### src/rtl/pc_fetch.sv
// Program-counter fetch unit: sequences instruction addresses, resolves absolute or
// PC-relative branches through an external target table, and counts taken branches.
module pc_fetch #(
  parameter int D  = 10,
  parameter int CW = 8
) (
  input  logic          clk,
  input  logic          reset,
  input  logic          start,
  input  logic          stall,
  input  logic          branch_en,
  input  logic          rel,
  input  logic [3:0]    br_idx,
  output logic [3:0]    lut_addr,
  input  logic [D-1:0]  lut_target,
  input  logic          halt_req,
  output logic [D-1:0]  prog_addr,
  output logic          fetch_valid,
  output logic          done,
  output logic [CW-1:0] branch_count
);

  typedef enum logic [1:0] {IDLE, RUN, FLUSH, HALT} state_t;

  state_t              state, state_nxt;
  logic [D-1:0]        addr_nxt;
  logic [CW-1:0]       count_nxt;
  logic signed [D-1:0] offset;
  logic signed [D-1:0] rel_sum;
  logic [D-1:0]        br_target;

  function automatic logic [CW-1:0] sat_inc(input logic [CW-1:0] v);
    return (&v) ? v : v + 1'b1;
  endfunction

  assign lut_addr = br_idx;

  // Relative targets treat the table entry as a signed offset; the sum wraps at 2^D.
  assign offset    = signed'(lut_target);
  assign rel_sum   = signed'(prog_addr) + offset;
  assign br_target = rel ? $unsigned(rel_sum) : lut_target;

  always_comb begin
    state_nxt = state;
    addr_nxt  = prog_addr;
    count_nxt = branch_count;
    case (state)
      IDLE: begin
        addr_nxt = '0;
        if (start) state_nxt = RUN;
      end
      RUN: begin
        if (halt_req) begin
          state_nxt = HALT;
        end else if (stall) begin
          state_nxt = RUN;
        end else if (branch_en) begin
          state_nxt = FLUSH;
          addr_nxt  = br_target;
          count_nxt = sat_inc(branch_count);
        end else begin
          addr_nxt = prog_addr + 1'b1;
        end
      end
      FLUSH:   state_nxt = RUN;
      HALT:    state_nxt = HALT;
      default: state_nxt = IDLE;
    endcase
  end

  always_ff @(posedge clk) begin
    if (reset) begin
      state        <= IDLE;
      prog_addr    <= '0;
      branch_count <= '0;
    end else begin
      state        <= state_nxt;
      prog_addr    <= addr_nxt;
      branch_count <= count_nxt;
    end
  end

  assign fetch_valid = (state == RUN);
  assign done        = (state == HALT);

endmodule

### config.mk
export PLATFORM = sky130hd
export DESIGN_NAME = pc_fetch
export DESIGN_NICKNAME = d
export VERILOG_FILES = /design/src/rtl/pc_fetch.sv
export SDC_FILE = /design/constraint.sdc
export NUM_CORES = 1
export LEC_CHECK = 0
export ABC_AREA = 1
export CORE_ASPECT_RATIO = 2
export CORE_UTILIZATION = 50
export CTS_BUF_LIST = sky130_fd_sc_hd__clkbuf_8
export DETAILED_ROUTE_END_ITERATION = 16
export PLACE_DENSITY = 0.92
export SYNTH_ARGS = -nofsm -noshare
export SYNTH_HDL_FRONTEND = slang
export SYNTH_SLANG_ARGS = --single-unit
### constraint.sdc
create_clock -name clk -period 3.49 [get_ports clk]
set_input_delay 0.8725 -clock clk [delete_from_list [all_inputs] [get_ports clk]]
set_output_delay 0.8725 -clock clk [all_outputs]
set_load 0.1 [all_outputs]
# Word-level counts from Yosys, hierarchy flattened
# Cells that the tools add are included.
[word_totals] reg_bits=20 inputBits=21 output_inout_bits=24 word_cells=32
[op_classes] add_sub_neg=3 n_eq_ne=7 muxes=10 bitwise_logic=3 n_reduce_logical=6
[op_table] operator="2-to-1 mux 10 bit" n=4
[op_table] operator="case mux 10 bit (2 select lines)" n=1
[op_table] operator="adder 10 x 1 -> 10 bit (second input constant)" n=1
[op_table] operator="adder 10 bit" n=1
[op_table] operator="adder 8 x 1 -> 8 bit (second input constant)" n=1
[op_table] operator="2-to-1 mux 2 bit" n=4
[op_table] operator="case mux 2 bit (4 select lines)" n=1
[op_table] operator="AND reduction 8 bit" n=1
[op_table] operator="inequality test 2 bit (second input constant)" n=3
[op_table] operator="AND reduction 5 bit" n=1
[op_table] operator="equality test 2 bit (second input constant)" n=2
[op_table] operator="inequality test 4 bit (second input constant)" n=1
[op_table] operator="inverter 1 bit" n=3
[op_table] operator="AND reduction 3 bit" n=1
[op_table] operator="equality test 2 x 1 -> 1 bit (second input constant)" n=1
[op_table] operator="zero test 2 bit" n=1
[op_table] operator="AND reduction 2 bit" n=1
[op_table] operator="nonzero test 2 bit" n=1

# Logic depth before layout (Yosys ltp)
[depth] word_depth=6 mapped_depth=12 ltp_nobuf=12

# Worst setup path after synthesis
# No wires, ideal clock.
[synth_timing] kind="reg2out" startpoint="register state[0]" endpoint="output port fetch_valid" t_arrival_ns=1.694 slack_ns=0.923 stages_incl_launch_ff=3 n_path_buf=0 path_cell_list="dfxtp_1 -> inv_1 -> nor2_1"
[synth_via] elab_chain_cells=1
[synth_lines] element="start: declaration" line_no="25" source="state_t state, state_nxt;"
[synth_lines] element="start signal: assignment" line_no="77" source="state <= state_nxt;"
[synth_lines] element="equality test 2 x 1 -> 1 bit" line_no="83" source="assign fetch_valid = (state == RUN);"
[synth_lines] element="end: declaration" line_no="18" source="output logic fetch_valid,"
# No other way between the ends.

# Final worst setup path
[layout_timing] startpoint="input port lut_target[0]" endpoint="register prog_addr[8]"
[layout_via] elab_chain_cells=6
[layout_lines] element="start: declaration" line_no="15" source="input logic [D-1:0] lut_target,"
[layout_lines] element="adder 10 bit" line_no="40" source="assign rel_sum = signed'(prog_addr) + offset;"
[layout_lines] element="2-to-1 mux 10 bit" line_no="41" source="assign br_target = rel ? $unsigned(rel_sum) : lut_target;"
[layout_lines] element="2-to-1 mux 10 bit" line_no="57" source="end else if (branch_en) begin"
[layout_lines] element="2-to-1 mux 10 bit" line_no="55" source="end else if (stall) begin"
[layout_lines] element="2-to-1 mux 10 bit" line_no="53" source="if (halt_req) begin"
[layout_lines] element="case mux 10 bit (2 select lines)" line_no="47" source="case (state)"
[layout_lines] element="end signal: assignment" line_no="78" source="prog_addr <= addr_nxt;"
[layout_lines] element="end: declaration" line_no="17" source="output logic [D-1:0] prog_addr,"
# No other way between the ends. The select of a mux whose other input is x is not followed.
# A chain may end at the register's enable or synchronous reset.

==> impl_metrics.yaml <==
layout:
  final_util: 0.645
  finalNetCount: 328
  drive_gt1_frac: 0.126
  area_growth_pct: 21.0
  num_antenna_cells: 0
placement:
  port_buffers: 36
  gp_congestion: 0.899
  dpl.hpwl_um: 3580
synth:
  ys_ff_latch: 20
  synth_area_leaders: "dfxtp_1, nand2_1, a21oi_1"
  ys_top_cells_by_count: "nand2_1, inv_1, a21oi_1, nor2_1, dfxtp_1"
  synth_seq_area_share: 0.235
  synth_top_area_share: 0.235
  synth_ff_type: "dfxtp_1"
  yosysWarnings: 0
  syn_inst: 262
  yosysMostFrequentCell: "nand2_1"
  syn_avg_cell_area_um2: 6.49
  syn-num-nets: 295
  synth_area_leader_cell: "dfxtp_1"
  syn_area_mm2: 0.00170
  yosys.cell_types.count: 38
  synth_edf_count: 0
  async_flop_share: 0
floorplanning:
  boundaryPins: 45
  die_area_mm2: 0.00365
  fp.dieW_um: 43.2
  floorplan.initialDensity: 0.533
  rows: 29
  coreArea_mm2: 0.00319
  dieHeight_um: 84.5
cts:
  root_buffer: "clkbuf_8"
  cts_hold_buffers: 0
  tritoncts: "yes"
  clock-sinks: 20
  postCtsSetupBuffers: 0
  cts_buffers: 3
  path_clk_slew_ns: 0.07
  cts.repair.resized: 0
  cts_max_level: 1
  clock_latency_ns: 0.26
  cts_buffer_depth: 2
global_routing:
  grt_max_degree: 16
  grt-ovfl-total: 0
  track_usage: 0.246
  grt_pass1_wl_um: 7140
  antenna_found_initial: 0
  use_met3: 0.0194
  grt.met1_usage: 0.238
  busiest_layer: "met2"
  use_met2: 0.479
  grt_pass1_vias: 1787
timing:
  fin_tns_setup_ns: 0
  max-slew-margin-rel: 0.593
  finalSetupViolations: 0
  skew_ns: 0.00224
  layout_min_cycle_time_ns: 2.61
  grt_setup_unrepaired: "no"
  finalHoldViolations: 0
  whs_ns: 0.481
  max_freq_ghz: 0.383
  timing.final.crit_share: 0.747
  slew_viol_final: 0
  worst_slew_pin_slew_ns: 0.609
job:
  max_cap_viol_count: 0
power_and_ir_drop:
  total_power_mw: 0.547
  peakVddDrop_uv: 340
  powerDensity_mw_per_mm2: 266
  leakage_nw: 0.921
setup_path:
  path_max_fanout: 3
  crit_type: "input port to register"
  cp.required_ns: 3.67
  worstSetupStartpointType: "input port"
  arrival_ns: 2.79
  worstSetupEndpointType: "register"
route:
  wl_per_cell_um: 13.2
  drt_iter0_drc: 28
  drt_pass1_iterations: 4
  vias: 1841
  wl_um: 4290
  ant_nets: 0
  drc_errors: 0
  viasPerCell: 5.66
status:
  outcome: "finished, final reports clean"
min_path:
  hold_class: "register to register"
-- sequential cells by signal, indices dropped and copies added, names as in the netlist --
signal        cells
prog_addr        10
branch_count      8
state             2
-- metal layers --
layer | wire length [um] | up-vias | share of wire
li1 | - | 937 | -
met1 | 1520 | 829 | 0.35
met2 | 2480 | 58 | 0.58
met3 | 135 | 17 | 0.031
met4 | 150 | 0 | 0.035
met5 | 0 | - | 0
-- path summary, 6_finish.rpt --
path                                 from                      endpoint  slack [ns]  cells after the start
max reg2reg     prog_addr[0]$_SDFFE_PP0P_     prog_addr[8]$_SDFFE_PP0P_        1.41                     11
min          branch_count[4]$_SDFFE_PP0P_  branch_count[4]$_SDFFE_PP0P_        0.48                      2
min reg2reg  branch_count[4]$_SDFFE_PP0P_  branch_count[4]$_SDFFE_PP0P_        0.48                      2
max                         lut_target[0]     prog_addr[8]$_SDFFE_PP0P_        0.88                     12
-- kinds of logic after synthesis --
logic type                 share of synthesized area
DFF                                            0.235
AOI/OAI and AO/OA                              0.196
buffers and inverters                          0.110
and+or+nand+nor                                0.335
adders and majority gates                     0.0927
xor gates and xnor gates                      0.0309
-- stage by stage --
| stage | cell area, um2 | instances | setup WS, ns |
|---|---|---|---|
| 2_1_floorplan | 1700 | 262 | 0.923 |
| 3_3_place_gp | 2000 | 321 | 0.694 |
| 3_5_place_dp | 2000 | 321 | 0.646 |
| 4_1_cts | 2060 | 325 | 0.904 |
| 5_1_grt | 2060 | 325 | 0.762 |
| 6_report | 2060 | 325 | 0.882 |
-- worst max-delay path, stage by stage --
cell and delay, ns:
clkdlybuf4s50_1 0.48, ha_1 0.19, inv_1 0.06, fa_1 0.39
inv_1 0.09, nand3_1 0.07, nand2_1 0.12, nand2_1 0.09
a21o_1 0.19, nand3_1 0.06, nand2_1 0.06, a21oi_1 0.11
-- placed cells by master, fill, tap and decap left out, types with 2 or more instances in the layout --
| cell type | instances |
|---|---|
| o21ai_0 | 16 |
| clkbuf_8 | 4 |
| nand2_2 | 2 |
| a32oi_1 | 2 |
| nor2_1 | 22 |
| buf_4 | 20 |
| nand2_1 | 57 |
| o21ai_1 | 2 |
| xor2_1 | 3 |
| clkinv_1 | 2 |
| nand3_1 | 16 |
| nor3_1 | 6 |
| or2_2 | 2 |
| ha_1 | 11 |
| clkdlybuf4s50_1 | 16 |
| dfxtp_1 | 20 |
| inv_1 | 33 |
| xnor2_1 | 3 |
| nand4_1 | 6 |
| nand3b_1 | 2 |
| a21oi_1 | 32 |
-- power by group --
group	internal (mW)	leakage [nW]	switching (mW)
clock network	0.100	0.0288	0.0766
logic	0.0454	0.730	0.0858
registers	0.232	0.162	0.00624
total	0.378	0.921	0.169
-- final cells by class --
class,instances,area (um2)
Fill cell,288,1130
Multi-Input combinational cell,197,1110
Inverter,37,141
Tap cell,31,38.8
Sequential cell,20,400
Timing Repair Buffer,36,310
Clock buffer,4,55.1
(Power assumes the default switching activity.)
